===== src/rtl/gp_reg_bank.sv =====
// gp_reg_bank: parametrised general-purpose register bank for the CPU datapath.
//
// It stores NUM_REGS registers of DATA_W bits each. It has one write port, two
// independent combinational read ports, R0 base-address gating on reads,
// per-register dirty tracking, and a sequential bulk-clear engine that sweeps
// one register per cycle.
//
// Optional feature (compile-time macro GP_REG_BANK_BYPASS_EN):
//   When defined, a write in progress is forwarded to a read port that
//   addresses the same register in the same cycle. BAout zeroing of index 0
//   still takes precedence over forwarding.
//
// Ports:
//   Clock      in   rising-edge clock
//   clr        in   asynchronous active-low reset
//   wr_en      in   write strobe
//   wr_addr    in   write register index                [ADDR_W]
//   wr_data    in   write data                          [DATA_W]
//   rd_addr_a  in   read port A index                   [ADDR_W]
//   rd_data_a  out  read port A data (combinational)    [DATA_W]
//   rd_addr_b  in   read port B index                   [ADDR_W]
//   rd_data_b  out  read port B data (combinational)    [DATA_W]
//   BAout      in   base-address mode: reads of index 0 return zero
//   clear_req  in   start bulk clear (level-sampled)
//   busy       out  bulk clear in progress (registered)
//   wr_drop    out  one-cycle pulse after a write rejected while busy (registered)
//   dirty      out  bit i set if register i written since last reset/clear [NUM_REGS]
module gp_reg_bank #(
  parameter  int unsigned DATA_W   = 32,
  parameter  int unsigned NUM_REGS = 16,
  localparam int unsigned ADDR_W   = $clog2(NUM_REGS)
) (
  input  logic                Clock,
  input  logic                clr,
  input  logic                wr_en,
  input  logic [ADDR_W-1:0]   wr_addr,
  input  logic [DATA_W-1:0]   wr_data,
  input  logic [ADDR_W-1:0]   rd_addr_a,
  output logic [DATA_W-1:0]   rd_data_a,
  input  logic [ADDR_W-1:0]   rd_addr_b,
  output logic [DATA_W-1:0]   rd_data_b,
  input  logic                BAout,
  input  logic                clear_req,
  output logic                busy,
  output logic                wr_drop,
  output logic [NUM_REGS-1:0] dirty
);

`ifdef GP_REG_BANK_BYPASS_EN
  localparam bit BYPASS = 1'b1;
`else
  localparam bit BYPASS = 1'b0;
`endif

  localparam logic [ADDR_W-1:0] LAST_IDX = ADDR_W'(NUM_REGS - 1);

  typedef enum logic {
    ST_IDLE  = 1'b0,
    ST_CLEAR = 1'b1
  } state_e;

  state_e              state_q, state_d;
  logic [ADDR_W-1:0]   idx_q, idx_d;
  logic                busy_q, busy_d;
  logic                wr_drop_q, wr_drop_d;
  logic [NUM_REGS-1:0] dirty_q, dirty_d;
  logic [DATA_W-1:0]   regs_q [NUM_REGS];
  logic [DATA_W-1:0]   regs_d [NUM_REGS];

  // State, sweep index, storage and status registers.
  always_ff @(posedge Clock or negedge clr) begin
    if (!clr) begin
      state_q   <= ST_IDLE;
      idx_q     <= '0;
      busy_q    <= 1'b0;
      wr_drop_q <= 1'b0;
      dirty_q   <= '0;
      for (int i = 0; i < int'(NUM_REGS); i++) begin
        regs_q[i] <= '0;
      end
    end else begin
      state_q   <= state_d;
      idx_q     <= idx_d;
      busy_q    <= busy_d;
      wr_drop_q <= wr_drop_d;
      dirty_q   <= dirty_d;
      for (int i = 0; i < int'(NUM_REGS); i++) begin
        regs_q[i] <= regs_d[i];
      end
    end
  end

  // Next-state: writes in IDLE, one-register-per-cycle sweep in CLEAR.
  always_comb begin
    state_d   = state_q;
    idx_d     = idx_q;
    wr_drop_d = 1'b0;
    dirty_d   = dirty_q;
    for (int i = 0; i < int'(NUM_REGS); i++) begin
      regs_d[i] = regs_q[i];
    end

    case (state_q)
      ST_IDLE: begin
        // The write on the starting edge still commits; the sweep clears it later.
        if (wr_en) begin
          regs_d[wr_addr]  = wr_data;
          dirty_d[wr_addr] = 1'b1;
        end
        if (clear_req) begin
          state_d = ST_CLEAR;
          idx_d   = '0;
        end
      end
      ST_CLEAR: begin
        // Writes are dropped; clear_req is ignored until the sweep ends.
        wr_drop_d       = wr_en;
        regs_d[idx_q]   = '0;
        dirty_d[idx_q]  = 1'b0;
        idx_d           = idx_q + ADDR_W'(1);
        if (idx_q == LAST_IDX) begin
          state_d = ST_IDLE;
        end
      end
      default: begin
        state_d = ST_IDLE;
      end
    endcase

    busy_d = (state_d == ST_CLEAR);
  end

  // Read ports: optional forwarding first, BAout gating of index 0 last.
  always_comb begin
    rd_data_a = regs_q[rd_addr_a];
    rd_data_b = regs_q[rd_addr_b];
    if (BYPASS && wr_en && !busy_q) begin
      if (wr_addr == rd_addr_a) rd_data_a = wr_data;
      if (wr_addr == rd_addr_b) rd_data_b = wr_data;
    end
    if (BAout && (rd_addr_a == '0)) rd_data_a = '0;
    if (BAout && (rd_addr_b == '0)) rd_data_b = '0;
  end

  assign busy    = busy_q;
  assign wr_drop = wr_drop_q;
  assign dirty   = dirty_q;

endmodule

===== config.mk =====
export PLATFORM = sky130hd
export DESIGN_NAME = gp_reg_bank
export DESIGN_NICKNAME = d
export VERILOG_FILES = /design/src/rtl/gp_reg_bank.sv
export SDC_FILE = /design/constraint.sdc
export NUM_CORES = 1
export LEC_CHECK = 0
export BUFFER_PORTS_ARGS = -buffer_cell sky130_fd_sc_hd__buf_2
export CORE_MARGIN = 1.5
export CORE_UTILIZATION = 45
export DETAILED_ROUTE_END_ITERATION = 8
export PLACE_DENSITY = 0.61
export SYNTH_ARGS = -nofsm -noshare
export SYNTH_HDL_FRONTEND = slang
export SYNTH_SLANG_ARGS = --single-unit

===== constraint.sdc =====
create_clock -name Clock -period 4.3 [get_ports Clock]
set_clock_uncertainty 0.15 [all_clocks]
set_input_delay 1.29 -clock Clock [delete_from_list [all_inputs] [get_ports Clock]]
set_output_delay 1.29 -clock Clock [all_outputs]
set_load 0.01 [all_outputs]

==> flow_summary.toml <==
[pwr]
power_density_nw_per_um2 = 508.6
peakVddDrop_v = 0.0003500
power.leakage_nw = 15.32

[final_layout]
syn2layout_area_growth_pct = 18.13
stdcell_area_sq_um = 32560
drive_above_1_share_pct = 28.86
diodes = 0
fill_cells = 5020
fin_nets = 2378

[clocking]
htree_levels = 2
clk_root_buffer_cell = "clkbuf_16"
clk_pin_slew_ps = 50
cts_tree = "built"
cts_buffer_depth = 3
cts_sinks = 534
cts_buffers = 58
clock_latency_ps = 620

[logic_synthesis]
seq_area_frac_synth_pct = 48.49
synth.avg_cell_area_sq_um = 12.38
synth_compound_area_share_pct = 23.82
synthXorXnorAreaFrac_pct = 0.06356
syn_inst = 2226
synth.net_count = 2280
ys_types = 44
yosys_register_bits = 534
yosysWarnings = 0
async_reset_ff_share_pct = 100.0
ys.flop_type = "dfrtp_1"
synth_top_family_by_area = "compound AO/OA/AOI/OAI gates"
synth_edf_count = 0
synthSimpleGateAreaFrac_pct = 3.305
synthMuxAreaShare_pct = 20.05
synth_fa_ha_area_share_pct = 0.2270
syn-cell-area_sq_um = 27560

[timing]
min_period_ps = 4373
rsz0062_at_grt = "true"
whs_ps = 322.8
finalSetupViolations = 10
drv_slew = 0
hold_viol = 0
max-slew-margin-rel_pct = 17.08
tightest_slew_ps = 1241
fin_crit_sh_pct = 101.7
fmax_mhz = 228.7
setup_ws_ps = -73.27

[routing]
drtIter0Drc = 2777
ant_nets = 0
vias = 22697
via_per_inst = 7.208
dr.pass1.iters = 7
drc = 0
wl_um = 105800
avgRoutedWirePerCell_um = 33.58

[job]
cap_violations = 0

[critical_path]
required_ps = 2860
endpoint_kind = "output pin"
arrival_ps = 2930
crit_fanout = 11
criticalPathCategory = "input pin to output pin"
cp-start-kind = "input pin"

[placed_design]
place_area_sq_um = 30350
place_congestion = 0.8820
place_ws_ps = -90.20
dp_hpwl_um = 62680
io_buffers = 130

[floorplan]
coreArea_sq_um = 60470
start_util_pct = 45.58
io_pins = 131
fp.dieW_um = 250.5
dieArea_sq_um = 62740
die_h_um = 250.5
rows = 90

[worst_hold_path]
hold_class = "flop to flop"

[status]
violations = "negative setup slack"
status = "finished, violations left"

[grt]
grt_pass1_wl_um = 156500
grt_max_degree = 87
grtUsageTotal_pct = 33.61
grt_pass1_vias = 23015
grt.overflow.total = 0
antenna_found_initial = 0
[stage by stage]
step / TNS [ps] / power, W / cells / util [%]
3_5_place_dp: -838.3 / 0.01100 / 3044 / 50.19
5_1_grt: -51.85 / 0.01712 / 3149 / 53.84
2_1_floorplan: 0 / 0.009109 / 2226 / -
3_3_place_gp: -550.3 / 0.01090 / 3044 / 50.19
4_1_cts: 0 / 0.01649 / 3148 / 53.71
6_report: -391.4 / 0.01656 / 3149 / 53.84
[layout by cell type, fill, tap and decap left out, drive strengths merged, types with 2 or more instances in the layout]
master | Yosys | layout
a221oi | 32 | 32
a21o | 14 | 14
nand4bb | 2 | 2
mux4 | 96 | 96
buf | 85 | 301
clkbuf | 180 | 78
nand3 | 33 | 33
a22o | 480 | 480
a22oi | 96 | 96
mux2 | 128 | 128
nor2b | 4 | 5
bufinv | 0 | 8
and2 | 4 | 4
o22ai | 32 | 32
mux2i | 192 | 192
inv | 3 | 3
dfrtp | 534 | 534
a221o | 32 | 32
and3 | 2 | 2
o221ai | 32 | 32
a21oi | 18 | 18
nand2 | 88 | 88
nor2 | 49 | 49
nand2b | 5 | 5
clkinv | 0 | 18
o21ai | 64 | 64
nor3 | 5 | 5
ha | 5 | 5
[metal layers]
layer  up-vias  wire [um]  global-route usage, %  part of all wire, %
li1       9023          -                      -                    -
met1     11857      41740                  45.63                   39
met2      1523      48280                  51.43                   46
met3       294      11020                  7.919                   10
met4         0       4727                  14.91                  4.5
met5         -          0                      0                    0
[registers in the layout, summed over array words and instances, names as in the netlist]
register	count
busy	1
dirty	16
idx_q	4
regs_q	512
wr_drop	1
[layout make-up]
| class | count | area [sq um] | area share, % |
|---|---|---|---|
| multi-input combinational | 1425 | 13480 | 41.41 |
| sequential | 534 | 13360 | 41.05 |
| timing repair buffer | 302 | 2623 | 8.055 |
| clock buffer | 77 | 1714 | 5.265 |
| tap | 782 | 978.4 | 3.005 |
| clock inverter | 26 | 384.1 | 1.180 |
| inverter | 3 | 11.26 | 0.03459 |
[worst max-delay path, stage by stage]
cell and delay [ps]:
buf_4 130, nor2b_2 870, a221o_1 330, o22ai_1 130, buf_2 170
[Yosys cell counts (33+ instances only)]
master | number | area, sq um
buf_2 | 67 | 335.3
a22oi_1 | 96 | 720.7
a22o_1 | 480 | 4204
mux2i_1 | 192 | 1922
mux4_2 | 96 | 2162
dfrtp_1 | 534 | 13360
nor2_1 | 46 | 172.7
nand2_1 | 88 | 330.3
mux2_2 | 128 | 1441
o21ai_0 | 64 | 320.3
clkbuf_1 | 180 | 675.7
nand3_1 | 33 | 165.2
[logic make-up (layout without fill, tap and decap cells)]
family          count (synthesis)  count (layout)
buf+inv                       268             408
fa+ha+maj                       5               5
mux                           416             416
xor+xnor                        2               2
compound gates                805             805
simple gates                  196             197
flops                         534             534
[power by group]
group          internal, W  total, W  switching (W)  leakage (nW)
sequential         0.00595   0.00678       0.000831          7.40
clock              0.00327   0.00548        0.00221          1.05
combinational      0.00185   0.00430        0.00245          6.87
[path summary, 6_finish.rpt]
kind,from,endpoint,slack [ps],cells after the start
setup / recovery,rd_addr_a[2],rd_data_a[0],-70,5
hold / removal,dirty[7],dirty[7],320,1
setup reg to reg,busy,regs_q[492],1290,5
hold reg to reg,dirty[7],dirty[7],320,1
max in group asynchronous,clr,regs_q[42],2600,2
min in group asynchronous,clr,regs_q[230],540,1
[what timing repair did]
| action | in CTS | in global routing |
|---|---|---|
| resized for setup | 4 | 11 |
| endpoints found under the setup margin | 24 | 17 |
| setup buffers | 0 | 1 |
| hold buffers | 0 | 0 |
| cloned | 1 | 0 |
| pin swaps | 1 | 1 |
No activity file was read; power rests on OpenSTA's default activity.
